===== src/rtl/morse_pkg.sv =====
// Shared types and the ITU symbol table for the Morse transmitter.
package morse_pkg;

    localparam int unsigned NUM_SYMBOLS = 36;
    localparam int unsigned MAX_ELEMS   = 5;

    typedef enum logic [1:0] {IDLE, MARK, SPACE, GAP} state_t;

    // Element vector: 1 = dash, element 0 at MSB, left aligned.
    typedef struct packed {
        logic [MAX_ELEMS-1:0] code;
        logic [2:0]           len;
    } sym_t;

    function automatic sym_t sym_code(input logic [5:0] letter);
        sym_t s;
        s = '0;
        case (letter)
            6'd0:  s = {5'b01000, 3'd2};  // A .-
            6'd1:  s = {5'b10000, 3'd4};  // B -...
            6'd2:  s = {5'b10100, 3'd4};  // C -.-.
            6'd3:  s = {5'b10000, 3'd3};  // D -..
            6'd4:  s = {5'b00000, 3'd1};  // E .
            6'd5:  s = {5'b00100, 3'd4};  // F ..-.
            6'd6:  s = {5'b11000, 3'd3};  // G --.
            6'd7:  s = {5'b00000, 3'd4};  // H ....
            6'd8:  s = {5'b00000, 3'd2};  // I ..
            6'd9:  s = {5'b01110, 3'd4};  // J .---
            6'd10: s = {5'b10100, 3'd3};  // K -.-
            6'd11: s = {5'b01000, 3'd4};  // L .-..
            6'd12: s = {5'b11000, 3'd2};  // M --
            6'd13: s = {5'b10000, 3'd2};  // N -.
            6'd14: s = {5'b11100, 3'd3};  // O ---
            6'd15: s = {5'b01100, 3'd4};  // P .--.
            6'd16: s = {5'b11010, 3'd4};  // Q --.-
            6'd17: s = {5'b01000, 3'd3};  // R .-.
            6'd18: s = {5'b00000, 3'd3};  // S ...
            6'd19: s = {5'b10000, 3'd1};  // T -
            6'd20: s = {5'b00100, 3'd3};  // U ..-
            6'd21: s = {5'b00010, 3'd4};  // V ...-
            6'd22: s = {5'b01100, 3'd3};  // W .--
            6'd23: s = {5'b10010, 3'd4};  // X -..-
            6'd24: s = {5'b10110, 3'd4};  // Y -.--
            6'd25: s = {5'b11000, 3'd4};  // Z --..
            6'd26: s = {5'b11111, 3'd5};  // 0
            6'd27: s = {5'b01111, 3'd5};  // 1
            6'd28: s = {5'b00111, 3'd5};  // 2
            6'd29: s = {5'b00011, 3'd5};  // 3
            6'd30: s = {5'b00001, 3'd5};  // 4
            6'd31: s = {5'b00000, 3'd5};  // 5
            6'd32: s = {5'b10000, 3'd5};  // 6
            6'd33: s = {5'b11000, 3'd5};  // 7
            6'd34: s = {5'b11100, 3'd5};  // 8
            6'd35: s = {5'b11110, 3'd5};  // 9
            default: s = '0;
        endcase
        return s;
    endfunction

endpackage


===== src/rtl/morse_unit_timer.sv =====
// Free-running unit timer; tick_c is high in the last cycle of each unit.
module morse_unit_timer
    import morse_pkg::*;
#(
    parameter int unsigned UNIT_CYCLES = 250
) (
    input  logic ClockIn,
    input  logic Reset,
    input  logic restart,
    output logic tick_c
);

    localparam int unsigned CW = $clog2(UNIT_CYCLES + 1);

    logic [CW-1:0] cnt;

    always_ff @(posedge ClockIn) begin
        if (Reset)
            cnt <= '0;
        else if (restart || cnt == '0)
            cnt <= CW'(UNIT_CYCLES - 1);
        else
            cnt <= cnt - CW'(1);
    end

    assign tick_c = (cnt == '0);

endmodule


===== src/rtl/morse_tx.sv =====
// Morse transmitter: expands a latched symbol into unit-timed marks/spaces with handshake.
module morse_tx
    import morse_pkg::*;
#(
    parameter int unsigned CLOCK_FREQUENCY = 500,
    parameter int unsigned TICKS_PER_SEC   = 2
) (
    input  logic       ClockIn,
    input  logic       Reset,
    input  logic       Start,
    input  logic       Abort,
    input  logic       Repeat,
    input  logic [5:0] Letter,
    output logic       DotDashOut,
    output logic       NewBitOut,
    output logic       Busy,
    output logic       Done,
    output logic       Error
);

    localparam int unsigned UNIT_CYCLES = CLOCK_FREQUENCY / TICKS_PER_SEC;

    if (UNIT_CYCLES < 1) begin : g_bad_unit
        $error("morse_tx: UNIT_CYCLES must be at least 1");
    end

    state_t               state, state_n;
    logic [MAX_ELEMS-1:0] code, code_n;
    logic [2:0]           len, len_n;
    logic [2:0]           idx, idx_n, idx_nx;
    logic [1:0]           ul, ul_n;
    logic                 restart, tick;
    logic                 nb_n, done_n, err_n;
    sym_t                 sc;

    morse_unit_timer #(.UNIT_CYCLES(UNIT_CYCLES)) u_timer (
        .ClockIn (ClockIn),
        .Reset   (Reset),
        .restart (restart),
        .tick_c  (tick)
    );

    assign sc     = sym_code(Letter);
    assign idx_nx = idx + 3'd1;

    always_ff @(posedge ClockIn) begin
        if (Reset) begin
            state      <= IDLE;
            code       <= '0;
            len        <= '0;
            idx        <= '0;
            ul         <= '0;
            DotDashOut <= 1'b0;
            NewBitOut  <= 1'b0;
            Busy       <= 1'b0;
            Done       <= 1'b0;
            Error      <= 1'b0;
        end else begin
            state      <= state_n;
            code       <= code_n;
            len        <= len_n;
            idx        <= idx_n;
            ul         <= ul_n;
            DotDashOut <= (state_n == MARK);
            NewBitOut  <= nb_n;
            Busy       <= (state_n != IDLE);
            Done       <= done_n;
            Error      <= err_n;
        end
    end

    // ul counts the units still to run in the current mark or gap after this one.
    always_comb begin
        state_n = state;
        code_n  = code;
        len_n   = len;
        idx_n   = idx;
        ul_n    = ul;
        restart = 1'b0;
        nb_n    = 1'b0;
        done_n  = 1'b0;
        err_n   = 1'b0;
        case (state)
            IDLE: begin
                if (Start) begin
                    if (Letter < 6'(NUM_SYMBOLS)) begin
                        state_n = MARK;
                        code_n  = sc.code;
                        len_n   = sc.len;
                        idx_n   = '0;
                        ul_n    = sc.code[MAX_ELEMS-1] ? 2'd2 : 2'd0;
                        restart = 1'b1;
                        nb_n    = 1'b1;
                    end else begin
                        err_n = 1'b1;
                    end
                end
            end
            MARK: begin
                if (tick) begin
                    if (ul != 2'd0) begin
                        ul_n = ul - 2'd1;
                        nb_n = 1'b1;
                    end else if (idx != len - 3'd1) begin
                        state_n = SPACE;
                        nb_n    = 1'b1;
                    end else if (Repeat) begin
                        state_n = GAP;
                        ul_n    = 2'd2;
                        nb_n    = 1'b1;
                    end else begin
                        state_n = IDLE;
                        done_n  = 1'b1;
                    end
                end
            end
            SPACE: begin
                if (tick) begin
                    state_n = MARK;
                    idx_n   = idx_nx;
                    ul_n    = code[3'(MAX_ELEMS - 1) - idx_nx] ? 2'd2 : 2'd0;
                    nb_n    = 1'b1;
                end
            end
            GAP: begin
                if (tick) begin
                    nb_n = 1'b1;
                    if (ul != 2'd0) begin
                        ul_n = ul - 2'd1;
                    end else begin
                        state_n = MARK;
                        idx_n   = '0;
                        ul_n    = code[MAX_ELEMS-1] ? 2'd2 : 2'd0;
                    end
                end
            end
            default: state_n = IDLE;
        endcase
        if (Abort) begin
            state_n = IDLE;
            restart = 1'b0;
            nb_n    = 1'b0;
            done_n  = 1'b0;
            err_n   = 1'b0;
        end
    end

endmodule

===== config.mk =====
export PLATFORM = sky130hd
export DESIGN_NAME = morse_tx
export DESIGN_NICKNAME = d
export VERILOG_FILES = /design/src/rtl/morse_pkg.sv /design/src/rtl/morse_unit_timer.sv /design/src/rtl/morse_tx.sv
export SDC_FILE = /design/constraint.sdc
export NUM_CORES = 1
export LEC_CHECK = 0
export CORE_MARGIN = 2
export CORE_UTILIZATION = 62
export DETAILED_ROUTE_END_ITERATION = 6
export PLACE_DENSITY = 0.85
export REMOVE_ABC_BUFFERS = 1
export SKIP_LAST_GASP = 1
export SLEW_MARGIN = 15
export SYNTH_ARGS = -nofsm -noshare
export SYNTH_HDL_FRONTEND = slang
export SYNTH_SLANG_ARGS = --single-unit

===== constraint.sdc =====
create_clock -name ClockIn -period 4.31 [get_ports ClockIn]
set_input_delay 0.862 -clock ClockIn [delete_from_list [all_inputs] [get_ports ClockIn]]
set_output_delay 0.862 -clock ClockIn [all_outputs]
set_load 0.01 [all_outputs]

# == Yosys cells after proc, flatten, opt, wreduce, memory -nomap -nowiden ==
# Memory sizes are Yosys's and may differ from the RTL's.
# Cells that the tools add are included.
# totals
register_bits,28
rom_bits,512
inputBits,11
memories,1
# mem_list
memory,depth,word_bits,rd,rd_clocked_by_memory_dff,write_ports,line,text
(name not given),64,8,1,0,0,morse_pkg.sv:18,case (letter)
# op_classes
addsub,5
n_lt_le_gt_ge,2
n_eq_ne,13
muxes,45
bitwise_logic,4
n_reduce_logical,14
# op_table
cell,count
two-way mux 2 bit,22
case mux 2 bit (4 select lines),2
two-way mux 3 bit,5
two-way mux 1 bit,12
!= test 2 bit (second input constant),6
case mux 3 bit (3 select lines),1
zero test 8 bit,1
two-way mux 8 bit,1
subtractor 8 x 1 -> 8 bit (second input constant),1
AND reduction 7 bit,1
< comparator 6 bit (second input constant),1
!= test 3 bit (second input constant),2
AND reduction 6 bit,1
OR reduction 2 bit,3
OR reduction 6 bit,1
== test 2 x 1 -> 1 bit (second input constant),2
== test 2 bit (second input constant),2
< comparator 3 x 4 -> 1 bit (second input constant),1
NOT 1 bit,4
nonzero test 2 bit,2
OR reduction 4 bit,1
adder 3 x 1 -> 3 bit (second input constant),1
binary-select mux 1 bit (select 3 bit),1
!= test 3 bit,1
8 further kinds,8

# == Depth between registers and ports, before layout ==
# logic_depth
ltp_word,8
mapped_depth,8
mapped_depth_nobuf,7

# == By module ==
# Synthesis repeated with hierarchy kept, for this count alone.
# hier_totals
cells_unflattened,225
area_unflattened_um2,1960.6
# by_module_without_submodules
module,n_inst,cells_each,area_each_um2,seq_area_each_um2
morse_tx,1,175,1497.7,400.4
morse_unit_timer,1,50,462.9,160.2

# == Worst setup path after synthesis ==
# OpenSTA, ideal clock, no wires.
# synth_timing
path_kind,input -> register
from,input port Letter[3]
to,register code[1]
arrival_time_ps,2116
t_required_ps,4181
path_slack_ps,2066
cell_stages,5
path_buffers,1
path_cell_list,clkbuf_1 > o31ai_1 > nand3_1 > a221oi_1 > nor2_1
# synth_via
elab_chain_len,2
# synth_lines
element,line,text
from (decl),morse_tx.sv:13,"input logic [5:0] Letter,"
branches (longest 2 deep; another with memory read (64 x 8 bit)),-,
to (signal assigned),morse_tx.sv:60,code <= code_n;
to (decl),morse_tx.sv:28,"logic [MAX_ELEMS-1:0] code, code_n;"
# Several ways; the timed one is not identified.
# A chain may end at the register's enable or synchronous reset.

# == Worst setup path in the final report ==
# layout_timing
from,input port Letter[2]
to,register code[2]
# Same word-level chain as after synthesis.

==> impl_summary.md <==
Run status
The run finished with clean final reports.

Logic synthesis
The synthesized instance count is 219. The library cell occupying the most area in the post-synthesis netlist is sky130_fd_sc_hd__dfxtp_1. The synthesized netlist occupies a cell area of 1840 µm². The number of flops mapped to enable cells by yosys is 0. The number of library cell types mapped by synthesis is 53. After synthesis the netlist holds a flip-flop and latch count of 28.

The fraction of synthesized cell area taken by the top area cell type is 0.305. For this run, the number of Yosys warnings is 0. In the post-synthesis netlist, the biggest area contributors are sky130_fd_sc_hd__dfxtp_1, sky130_fd_sc_hd__ha_1, sky130_fd_sc_hd__a21oi_1. The share of flip-flops with an asynchronous set or reset is 0.

The register area share after synthesis is 0.305. Averaged over all synthesized cells, the footprint is 8.39 µm². The predominant post-synthesis flop cell is sky130_fd_sc_hd__dfxtp_1.

Pwr
The sum of internal, switching and leakage power is 0.747 mW. The analysis attributes to cell leakage a power of 0.770 nW. The worst voltage drop across the vdd grid is 0.000372 V. The cell area power density is 366 nW/µm².

Global routing
The initial antenna violation count is 0. The maximum number of pins on one net before global-route repair is 24. Summed over all layers, the global routing overflow is 0. The global routing usage summed across all routing layers is 0.247. The first global-routing pass estimated 6.65 mm of wire. The via count of the first global-routing pass is 1,476.

Clock tree
The TritonCTS clock tree is done. The number of buffers created by CTS is 3. The post-CTS setup repair buffer count is 0. After clock tree synthesis, the clock-pin slew on the worst setup and hold paths is 150 ps.

The maximum root-to-sink buffer count is 2. The cell at the root of the clock tree is sky130_fd_sc_hd__clkbuf_4. The sink count of the clock tree is 28. The number of H-tree levels is 1. The number of gates resized after cts is 0. The hold-fix buffer count after cts is 0. The clock insertion delay at the later pin of the skew report is 320 ps.

Critical path
The peak per-stage delay on the critical path is 780 ps. The signal on the critical path passes through clkdlybuf4s50_1 -> o31ai_1 -> nand3_1 -> a221oi_1 -> nor2_1. The startpoint of the worst-slack reg-to-reg timing path is u_timer.cnt[0]. The required time at the worst-slack endpoint is 4530 ps. The critical path is of the in2reg type. The count of cell instances traversed by the critical path is 5. The critical path data arrival time is 3110 ps.

On the critical path, the stage with the largest delay is an instance of sky130_fd_sc_hd__clkdlybuf4s50_1. Across all register-to-register paths, the minimum setup slack is 2230 ps. Counting cells, the worst reg-to-reg path comes to 7.

Following the worst setup path forward leads to its endpoint at code[2]. The critical path's top delay family is compound AO/OA/AOI/OAI gates. In this run the critical register-to-register path is captured at DotDashOut. The highest net fanout along the worst path is 23. The critical path launch point is Letter[2].

The worst setup path is launched from an input pin. The endpoint kind of the worst setup timing path is a flop. Together, buffers and inverters on the worst path number 1.

STA
The relative slew slack is 0.515. The worst path in the final design needs a cycle of 2890 ps, including I/O delays and setup. Based on the critical path, the design can be clocked at up to 346 MHz. The share of the clock period used by the worst path is 0.670. On the final layout, the worst hold slack is 471 ps. The max-slew violation total from the final report is 0.

The actual transition at the worst max-transition pin is 726 ps. Setup repair after global routing left no endpoint under its margin. Setup violations remaining at the end of the flow were counted as 0. For the final routed database, the setup TNS stands at 0 ps. The count of final hold-check violations came to 0.

For the final database, setup skew stands at 6.64 ps.

Placed design
The placed wire-length estimate is 3.02 mm. The count of buffers added on input and output ports is 15. The routability congestion estimate from global placement is 0.940. The instance area after placement is 1990 µm².

Detailed routing
The detail-routed via count per cell is 6.15. In the final routing, the length of wire on met1 measures 1.75 mm. The highest signal layer in the routed design is met4. Dividing the detail-routed wire length by the instance count gives 15.3 µm. The total length of routed met3 wires is 113 µm. The initial detailed-routing violation count is 77.

Before antenna repair, the detailed router went through 6 iterations. The routed wire length on met2 is 2.03 mm. The final layout contains routed wiring with a total length of 3.95 mm.

The detailed-route via count is 1,586. The number of remaining DRC errors is 0. Once detail routing completed, the nets flagged for antenna violations numbered 0.

Die
The initial utilization of the core area, before any placement, comes to 0.660. Row generation in the floorplan step produced 19 rows. In this run the count of I/O pins placed on the die edge is 16.

The die is 58.4 µm wide. The floorplan die area is 3410 µm². The die is 58.4 µm tall. The region available for standard cell placement spans 2780 µm².

Final layout
Relative to the synthesized area, the layout overhead comes to 11.0%. The filler cells instantiated in the layout total 212. After routing the design area is 2040 µm². In the layout the commonest cells are sky130_fd_sc_hd__dfxtp_1, sky130_fd_sc_hd__nor2_1, sky130_fd_sc_hd__a21oi_1. The most common cell after layout, fill and taps aside is sky130_fd_sc_hd__dfxtp_1. The diode insertion count for antenna repair is 0.

The share of layout cells above drive strength 1 is 0.0925. The final-stage net count is 250.

Job
The max capacitance violation total is 0.

Worst hold path
The class of the worst hold path is reg2reg.
## per-stage QoR
step	util	setup slack, ps	cells
after floorplan	-	2090	207
after global placement	0.714	1110	254
after detailed placement	0.714	1100	254
after CTS	0.733	1460	258
after global routing	0.733	1210	258
final	0.733	1420	258
## cell type report
cell class	instances	area [µm²]	share of cell area
Sequential cell	28	561	0.275
Inverter	13	48.8	0.0239
Tap cell	31	38.8	0.0190
Clock buffer	3	22.5	0.0110
Timing Repair Buffer	16	158	0.0773
Multi-Input combinational cell	166	1180	0.579
Clock inverter	1	30.0	0.0147
## flip-flops by register name, indices dropped and copies added (netlist names)
signal / cells
ul: 2
DotDashOut: 1
Busy: 1
u_timer.cnt: 8
state: 2
Error: 1
idx: 3
Done: 1
NewBitOut: 1
len: 3
code: 5
## worst min-delay path, stage by stage, from the launching register on
cell and delay [ps]:
sky130_fd_sc_hd__dfxtp_1 340, sky130_fd_sc_hd__nand2_1 50, sky130_fd_sc_hd__a21oi_1 50
## layer usage
layer,GRT usage,vias up
li1,-,809
met1,0.307,730
met2,0.451,41
met3,0.0352,6
met4,0.0532,0
met5,0,-
## cells in the mapped netlist (4+ instances only)
master and instances:
sky130_fd_sc_hd__dfxtp_1 28, sky130_fd_sc_hd__a21oi_1 19, sky130_fd_sc_hd__nor2_1 19, sky130_fd_sc_hd__nand2_1 16, sky130_fd_sc_hd__inv_1 13, sky130_fd_sc_hd__ha_1 11
sky130_fd_sc_hd__nor3_1 10, sky130_fd_sc_hd__clkbuf_1 7, sky130_fd_sc_hd__nand3_1 7, sky130_fd_sc_hd__xnor2_1 6, sky130_fd_sc_hd__a31oi_1 5, sky130_fd_sc_hd__mux2i_1 5
sky130_fd_sc_hd__nand2b_1 5, sky130_fd_sc_hd__nor2b_1 5, sky130_fd_sc_hd__o21ai_0 5, sky130_fd_sc_hd__a211oi_1 4, sky130_fd_sc_hd__a221oi_1 4
## how the worst min path moves through the flow
stage,start,to,slack [ps],cells after the start
final,len[1],len[1],470,2
after global routing,code[0],code[0],500,2
after floorplan,u_timer.cnt[0],u_timer.cnt[0],420,1
after global placement,code[0],code[0],440,2
after detailed placement,len[1],len[1],450,2
after CTS,len[1],len[1],470,2
## logic make-up after synthesis
| group | after synthesis | share of synthesized area |
|---|---|---|
| adder cells (fa/ha/maj) | 11 | 0.0749 |
| multiplexers | 10 | 0.0722 |
| flip-flops | 28 | 0.305 |
| XOR/XNOR | 7 | 0.0416 |
| AO/OA/AOI/OAI | 55 | 0.211 |
| AND/OR/NAND/NOR | 83 | 0.243 |
| buffers and inverters | 25 | 0.0525 |
## power by group
part	internal (mW)	leakage, nW	switching (mW)
Combinational	0.111	0.513	0.138
Sequential	0.297	0.229	0.0317
Clock	0.0939	0.0279	0.0749
Power figures use the tool's default switching activity.
